**config.mk**
```make
export PLATFORM = sky130hd
export DESIGN_NAME = seq_lock_ctrl
export DESIGN_NICKNAME = d
export VERILOG_FILES = /design/src/rtl/seq_lock_pkg.sv /design/src/rtl/seq_detect_1100.sv /design/src/rtl/seq_lock_ctrl.sv
export SDC_FILE = /design/constraint.sdc
export NUM_CORES = 1
export LEC_CHECK = 0
export ABC_AREA = 1
export BUFFER_PORTS_ARGS = -buffer_cell sky130_fd_sc_hd__buf_2
export CORE_MARGIN = 3
export CORE_UTILIZATION = 60
export DETAILED_ROUTE_END_ITERATION = 10
export GPL_TIMING_DRIVEN = 0
export HOLD_SLACK_MARGIN = 0.05
export PLACE_DENSITY = 0.8
export SLEW_MARGIN = 20
export SYNTH_ARGS = -nofsm -noshare
export SYNTH_HDL_FRONTEND = slang
export SYNTH_SLANG_ARGS = --single-unit
```
**constraint.sdc**
```tcl
create_clock -name clk -period 3.15 [get_ports clk]
set_clock_uncertainty 0.2 [all_clocks]
set_input_delay 0.63 -clock clk [delete_from_list [all_inputs] [get_ports clk]]
set_output_delay 0.63 -clock clk [all_outputs]
set_load 0.1 [all_outputs]
```
**src/rtl/seq_lock_pkg.sv**
```systemverilog
// Shared types and default constants for the sequence lock controller.
// Defines detector and controller state encodings.
package seq_lock_pkg;

  localparam int unsigned DefDbCycles   = 4;
  localparam int unsigned DefLockCycles = 16;
  localparam int unsigned DefMaxFail    = 3;

  typedef enum logic [2:0] {
    DetS0 = 3'd0,
    DetS1 = 3'd1,
    DetS2 = 3'd2,
    DetS3 = 3'd3,
    DetS4 = 3'd4
  } det_state_e;

  typedef enum logic [1:0] {
    StIdle    = 2'd0,
    StEntry   = 2'd1,
    StOpen    = 2'd2,
    StLockout = 2'd3
  } ctrl_state_e;

endpackage

```
**src/rtl/seq_detect_1100.sv**
```systemverilog
// Moore detector for the symbol sequence 1,1,0,0; hit is high in state S4.
// clr restarts from S0 before the same-cycle symbol is applied.
module seq_detect_1100
  import seq_lock_pkg::*;
(
  input  logic clk,
  input  logic reset,
  input  logic clr,
  input  logic sym_valid,
  input  logic sym,
  output logic hit
);

  det_state_e state_q, state_d, base;

  always_comb begin
    base    = clr ? DetS0 : state_q;
    state_d = base;
    if (sym_valid) begin
      unique case (base)
        DetS0:   state_d = sym ? DetS1 : DetS0;
        DetS1:   state_d = sym ? DetS2 : DetS0;
        DetS2:   state_d = sym ? DetS2 : DetS3;
        DetS3:   state_d = sym ? DetS1 : DetS4;
        DetS4:   state_d = sym ? DetS1 : DetS0;
        default: state_d = DetS0;
      endcase
    end
  end

  always_ff @(posedge clk or negedge reset) begin
    if (!reset) state_q <= DetS0;
    else        state_q <= state_d;
  end

  assign hit = (state_q == DetS4);

endmodule

```
**src/rtl/seq_lock_ctrl.sv**
```systemverilog
// Two-button sequence lock: sync/debounce, symbol arbitration, attempt FSM.
// Lockout state and its timer exist only when SEQ_LOCK_LOCKOUT_EN is defined.
module seq_lock_ctrl
  import seq_lock_pkg::*;
#(
  parameter int unsigned DB_CYCLES   = DefDbCycles,
  parameter int unsigned LOCK_CYCLES = DefLockCycles,
  parameter int unsigned MAX_FAIL    = DefMaxFail
) (
  input  logic       clk,
  input  logic       reset,
  input  logic       P1,
  input  logic       P2,
  output logic       sym_valid,
  output logic       sym,
  output logic       unlock,
  output logic       locked_out,
  output logic [1:0] fail_cnt
);

  localparam int unsigned CntW = (DB_CYCLES > 1) ? $clog2(DB_CYCLES) : 1;

  if (MAX_FAIL < 1 || MAX_FAIL > 3 || LOCK_CYCLES < 1) begin : g_bad_cfg
    $error("seq_lock_ctrl: MAX_FAIL must be 1..3 and LOCK_CYCLES >= 1");
  end

  // Bit 0 carries P1, bit 1 carries P2.
  logic [1:0]      sync1_q, sync2_q, db_q, db_dly_q, ev_q;
  logic [CntW-1:0] db_cnt_q [2];

  always_ff @(posedge clk or negedge reset) begin
    if (!reset) begin
      sync1_q  <= '0;
      sync2_q  <= '0;
      db_q     <= '0;
      db_dly_q <= '0;
      ev_q     <= '0;
      for (int i = 0; i < 2; i++) db_cnt_q[i] <= '0;
    end else begin
      sync1_q  <= {P2, P1};
      sync2_q  <= sync1_q;
      db_dly_q <= db_q;
      ev_q     <= db_q & ~db_dly_q;
      for (int i = 0; i < 2; i++) begin
        if (sync2_q[i] == db_q[i]) begin
          db_cnt_q[i] <= '0;
        end else if (db_cnt_q[i] == CntW'(DB_CYCLES - 1)) begin
          db_q[i]     <= sync2_q[i];
          db_cnt_q[i] <= '0;
        end else begin
          db_cnt_q[i] <= db_cnt_q[i] + 1'b1;
        end
      end
    end
  end

  ctrl_state_e state_q, state_d;
  logic [2:0]  sym_cnt_q, sym_cnt_d;
  logic [1:0]  fail_q, fail_d, fail_inc;
  logic        pend_q, pend_d, sv_q, sv_d, sym_q, sym_d;
  logic        discard, hit, det_clr;

  // P1 wins a tie; a simultaneous P2 waits one cycle in the pending slot.
  always_comb begin
    sv_d   = 1'b0;
    sym_d  = 1'b0;
    pend_d = pend_q;
    if (discard) begin
      pend_d = 1'b0;
    end else if (ev_q[0]) begin
      sv_d  = 1'b1;
      sym_d = 1'b1;
      if (ev_q[1] && !pend_q) pend_d = 1'b1;
    end else if (pend_q) begin
      sv_d   = 1'b1;
      pend_d = 1'b0;
    end else if (ev_q[1]) begin
      sv_d = 1'b1;
    end
  end

  // The detector consumes symbols one cycle ahead of the FSM, so hit already
  // reflects the 4th symbol when the FSM sees that symbol on sv_q.
  assign det_clr = sv_d && ((state_d == StIdle) || (state_d == StOpen));

  seq_detect_1100 u_detect (
    .clk       (clk),
    .reset     (reset),
    .clr       (det_clr),
    .sym_valid (sv_d),
    .sym       (sym_d),
    .hit       (hit)
  );

  assign fail_inc = fail_q + 2'd1;

`ifdef SEQ_LOCK_LOCKOUT_EN
  localparam int unsigned LockW = (LOCK_CYCLES > 1) ? $clog2(LOCK_CYCLES) : 1;
  logic [LockW-1:0] lock_cnt_q, lock_cnt_d;
  assign discard = (state_q == StLockout) || (state_d == StLockout);
`else
  assign discard = 1'b0;
`endif

  always_comb begin
    state_d   = state_q;
    sym_cnt_d = sym_cnt_q;
    fail_d    = fail_q;
`ifdef SEQ_LOCK_LOCKOUT_EN
    lock_cnt_d = lock_cnt_q;
`endif
    unique case (state_q)
      StIdle, StOpen: begin
        if (sv_q) begin
          state_d   = StEntry;
          sym_cnt_d = 3'd1;
        end
      end
      StEntry: begin
        if (sv_q) begin
          sym_cnt_d = sym_cnt_q + 3'd1;
          if (sym_cnt_q == 3'd3) begin
            if (hit) begin
              state_d = StOpen;
              fail_d  = 2'd0;
            end else begin
`ifdef SEQ_LOCK_LOCKOUT_EN
              fail_d     = fail_inc;
              lock_cnt_d = '0;
              state_d    = (fail_inc == 2'(MAX_FAIL)) ? StLockout : StIdle;
`else
              fail_d  = (fail_q == 2'd3) ? 2'd3 : fail_inc;
              state_d = StIdle;
`endif
            end
          end
        end
      end
      StLockout: begin
`ifdef SEQ_LOCK_LOCKOUT_EN
        if (lock_cnt_q == LockW'(LOCK_CYCLES - 1)) begin
          state_d    = StIdle;
          fail_d     = 2'd0;
          lock_cnt_d = '0;
        end else begin
          lock_cnt_d = lock_cnt_q + 1'b1;
        end
`else
        state_d = StIdle;
`endif
      end
    endcase
  end

  always_ff @(posedge clk or negedge reset) begin
    if (!reset) begin
      state_q   <= StIdle;
      sym_cnt_q <= '0;
      fail_q    <= '0;
      pend_q    <= 1'b0;
      sv_q      <= 1'b0;
      sym_q     <= 1'b0;
    end else begin
      state_q   <= state_d;
      sym_cnt_q <= sym_cnt_d;
      fail_q    <= fail_d;
      pend_q    <= pend_d;
      sv_q      <= sv_d;
      sym_q     <= sym_d;
    end
  end

`ifdef SEQ_LOCK_LOCKOUT_EN
  always_ff @(posedge clk or negedge reset) begin
    if (!reset) lock_cnt_q <= '0;
    else        lock_cnt_q <= lock_cnt_d;
  end
  assign locked_out = (state_q == StLockout);
`else
  assign locked_out = 1'b0;
`endif

  assign sym_valid = sv_q;
  assign sym       = sym_q;
  assign unlock    = (state_q == StOpen);
  assign fail_cnt  = fail_q;

endmodule
```
==> run metrics <==
hold_buf cts=0; relative slew slack=62.7%; Total Routing Usage GR=~14%; n_diodes=0; RSZ-0062 raised after global routing=false; Clk pin slew, worst setup/hold paths=0.13 ns; initial antenna violation count=0; drt wl/cell=9.89 um; dominant cells by area after synthesis=dfrtp_1 (62%), ha_1 (4.6%), nand2_1 (4.5%), inv_1 (3.8%), nand2_2 (2.9%); worst-path maximum fanout=5; DRC violation count after routing=0; CP Capture Type=primary output; clk root buf=clkbuf_4; crit start category=register; Vias=670; remaining antenna violation count after routing=0; Yosys warning count=0; sequential cell area fraction in the yosys report=about three fifths; CTS tree=done; layout cells sized above 1=a little over a fifth; clock sink total=27; P_leak=0.604 nW; Max Buffers Root-to-Sink=2; core box area=1610 sq um; global-route wire length before repair=2.68 mm; Area Growth Syn to Fin=8.79%; Post-Syn Area=1100 sq um; crit path DAT=roughly 1.3 ns; fin crit period=2.13 ns; starting DRC count in detailed routing=5; H-tree Lvls=1; largest area contributor in the netlist=dfrtp_1; run status=completed; Reg2Reg Depth=9; Synth Register Bits=27; DIE HEIGHT=48.7 um; fill cell count=between 100 and 150; TritonCTS buffer count=3; final net count=125; post-synth cell types=25; Mapped Nets=~110; number of setup buffers added after CTS=0; Reg area=676 sq um; worst path required time=2.32 ns; starting density of the core=68.0%; Tcrit/Tclk final=67.6%; maxcap violations=0; most frequent cells in the layout=dfrtp_1 (27), nand2_1 (13), inv_1 (11), nor2_1 (8), buf_2 (8); pwr dens=between 1000 and 1500 nW/um^2; cts repair resizes=0; FP Rows=14; average size of a mapped cell=10.5 sq um; die footprint=roughly 2400 sq um; Tot Pwr=1.27 mW; GR Overflow Total=0; vias in the first global route=645; largest net degree at the start of global routing=28; Worst Hold Class=in2async; clk_lat worst skew=roughly 0.31 ns; Setup TNS Final=0 ns; post-route cell area=1190 sq um; Max Freq=0.470 GHz; final wirelength=1.39 mm; Initial DRT Pass Iterations=4; GP Congestion=0.799; cell count after synthesis=104; IO Pins=10; Crit Path Category=reg2out; Setup WS pre-CTS=1.37 ns; hpwl dp=1.08 mm; final setup violating endpoints=0; drt via density=4.79; Final Hold Fails=0; WHS=~0.087 ns; commonest non-fill, non-tap cell in the layout=dfrtp_1; top cell type's share of synthesized area=61.6%; area of placed instances=~1200 sq um; Port Buffer Count=8; actual slew at the worst max-slew pin=0.559 ns; Setup WS post-layout=1.02 ns; Peak VDD IR=0.613 mV; multi-input logic area=roughly 360 sq um; Die X=48.7 um; Final Slew Violations=0
worst max-delay path: stages, from the launching register on:
cell,delay (ns)
dfrtp_1,0.46
nor2_1,0.11
buf_2,0.42
power breakdown:
part | total (mW) | switching, mW | internal [mW]
Clock | 0.138 | 0.0888 | 0.0493
Combinational | 0.564 | 0.400 | 0.165
Sequential | 0.572 | 0.0988 | 0.474
Total | 1.27 | 0.587 | 0.688
Yosys cell counts:
cell type and instances:
dfrtp_1 27, o31ai_1 1, ha_1 4, o21ai_1 5, a31oi_1 1, nand2_2 5
or2_2 1, a21boi_1 1, o21ai_0 2, nand3_2 2, xnor2_1 2, nand2_1 13
nand3_1 5, buf_4 1, a21oi_1 5, nor3_1 2, inv_1 11, nor2_4 1
nand4_1 1, nor3_2 1, nor2_2 1, or2_1 1, nor2_1 8, conb_1 1
inv_2 2
sequential cells by signal, indices dropped and copies added (netlist names):
signal,cells
db_cnt_q,4
db_dly_q,2
db_q,2
ev_q,2
fail_cnt,2
pend_q,1
state_q,2
sym,1
sym_cnt_q,3
sym_valid,1
sync1_q,2
sync2_q,2
u_detect.state_q,3
kinds of logic (layout without fill, tap and decap cells):
| logic type | after synthesis | count (layout) | synth area share [%] |
|---|---|---|---|
| DFF | 27 | 27 | 61.6 |
| buffers and inverters | 14 | 26 | 5.14 |
| AOI/OAI and AO/OA | 15 | 15 | 7.42 |
| and+or+nand+nor | 41 | 41 | 19.3 |
| other | 1 | 1 | 0.342 |
| xor gates and xnor gates | 2 | 2 | 1.60 |
| adders and majority gates | 4 | 4 | 4.57 |
per-stage QoR:
step	utilization (%)	instances
5_1_grt	74.0	140
3_3_place_gp	72.4	136
4_1_cts	74.0	140
3_5_place_dp	72.4	136
6_report	74.0	140
2_1_floorplan	-	104
final cells by class:
class	instances	area share (%)
Sequential cell	27	56.7
Multi-Input combinational cell	63	30.5
Inverter	13	4.09
Timing Repair Buffer	8	3.36
Tap cell	24	2.52
Clock buffer	4	2.20
Buffer	1	0.630
per-layer routing:
metal	vias up	global-route usage, %	wire length [um]
met5	-	0	0
met4	0	4.27	10
met3	2	3.68	51
met2	10	22.2	600
met1	300	20.4	723
li1	358	-	-
final timing paths:
path,from,endpoint,slack (ns)
setup / recovery,state_q[0],unlock,1.02
hold / removal,reset,state_q[1],0.09
setup reg to reg,sym_cnt_q[0],u_detect.state_q[1],1.47
hold reg to reg,sync1_q[0],sync2_q[0],0.16
max in group asynchronous,reset,sync2_q[0],2.28
min in group clk,sync1_q[0],sync2_q[0],0.16
No activity file was read; power rests on OpenSTA's default activity.
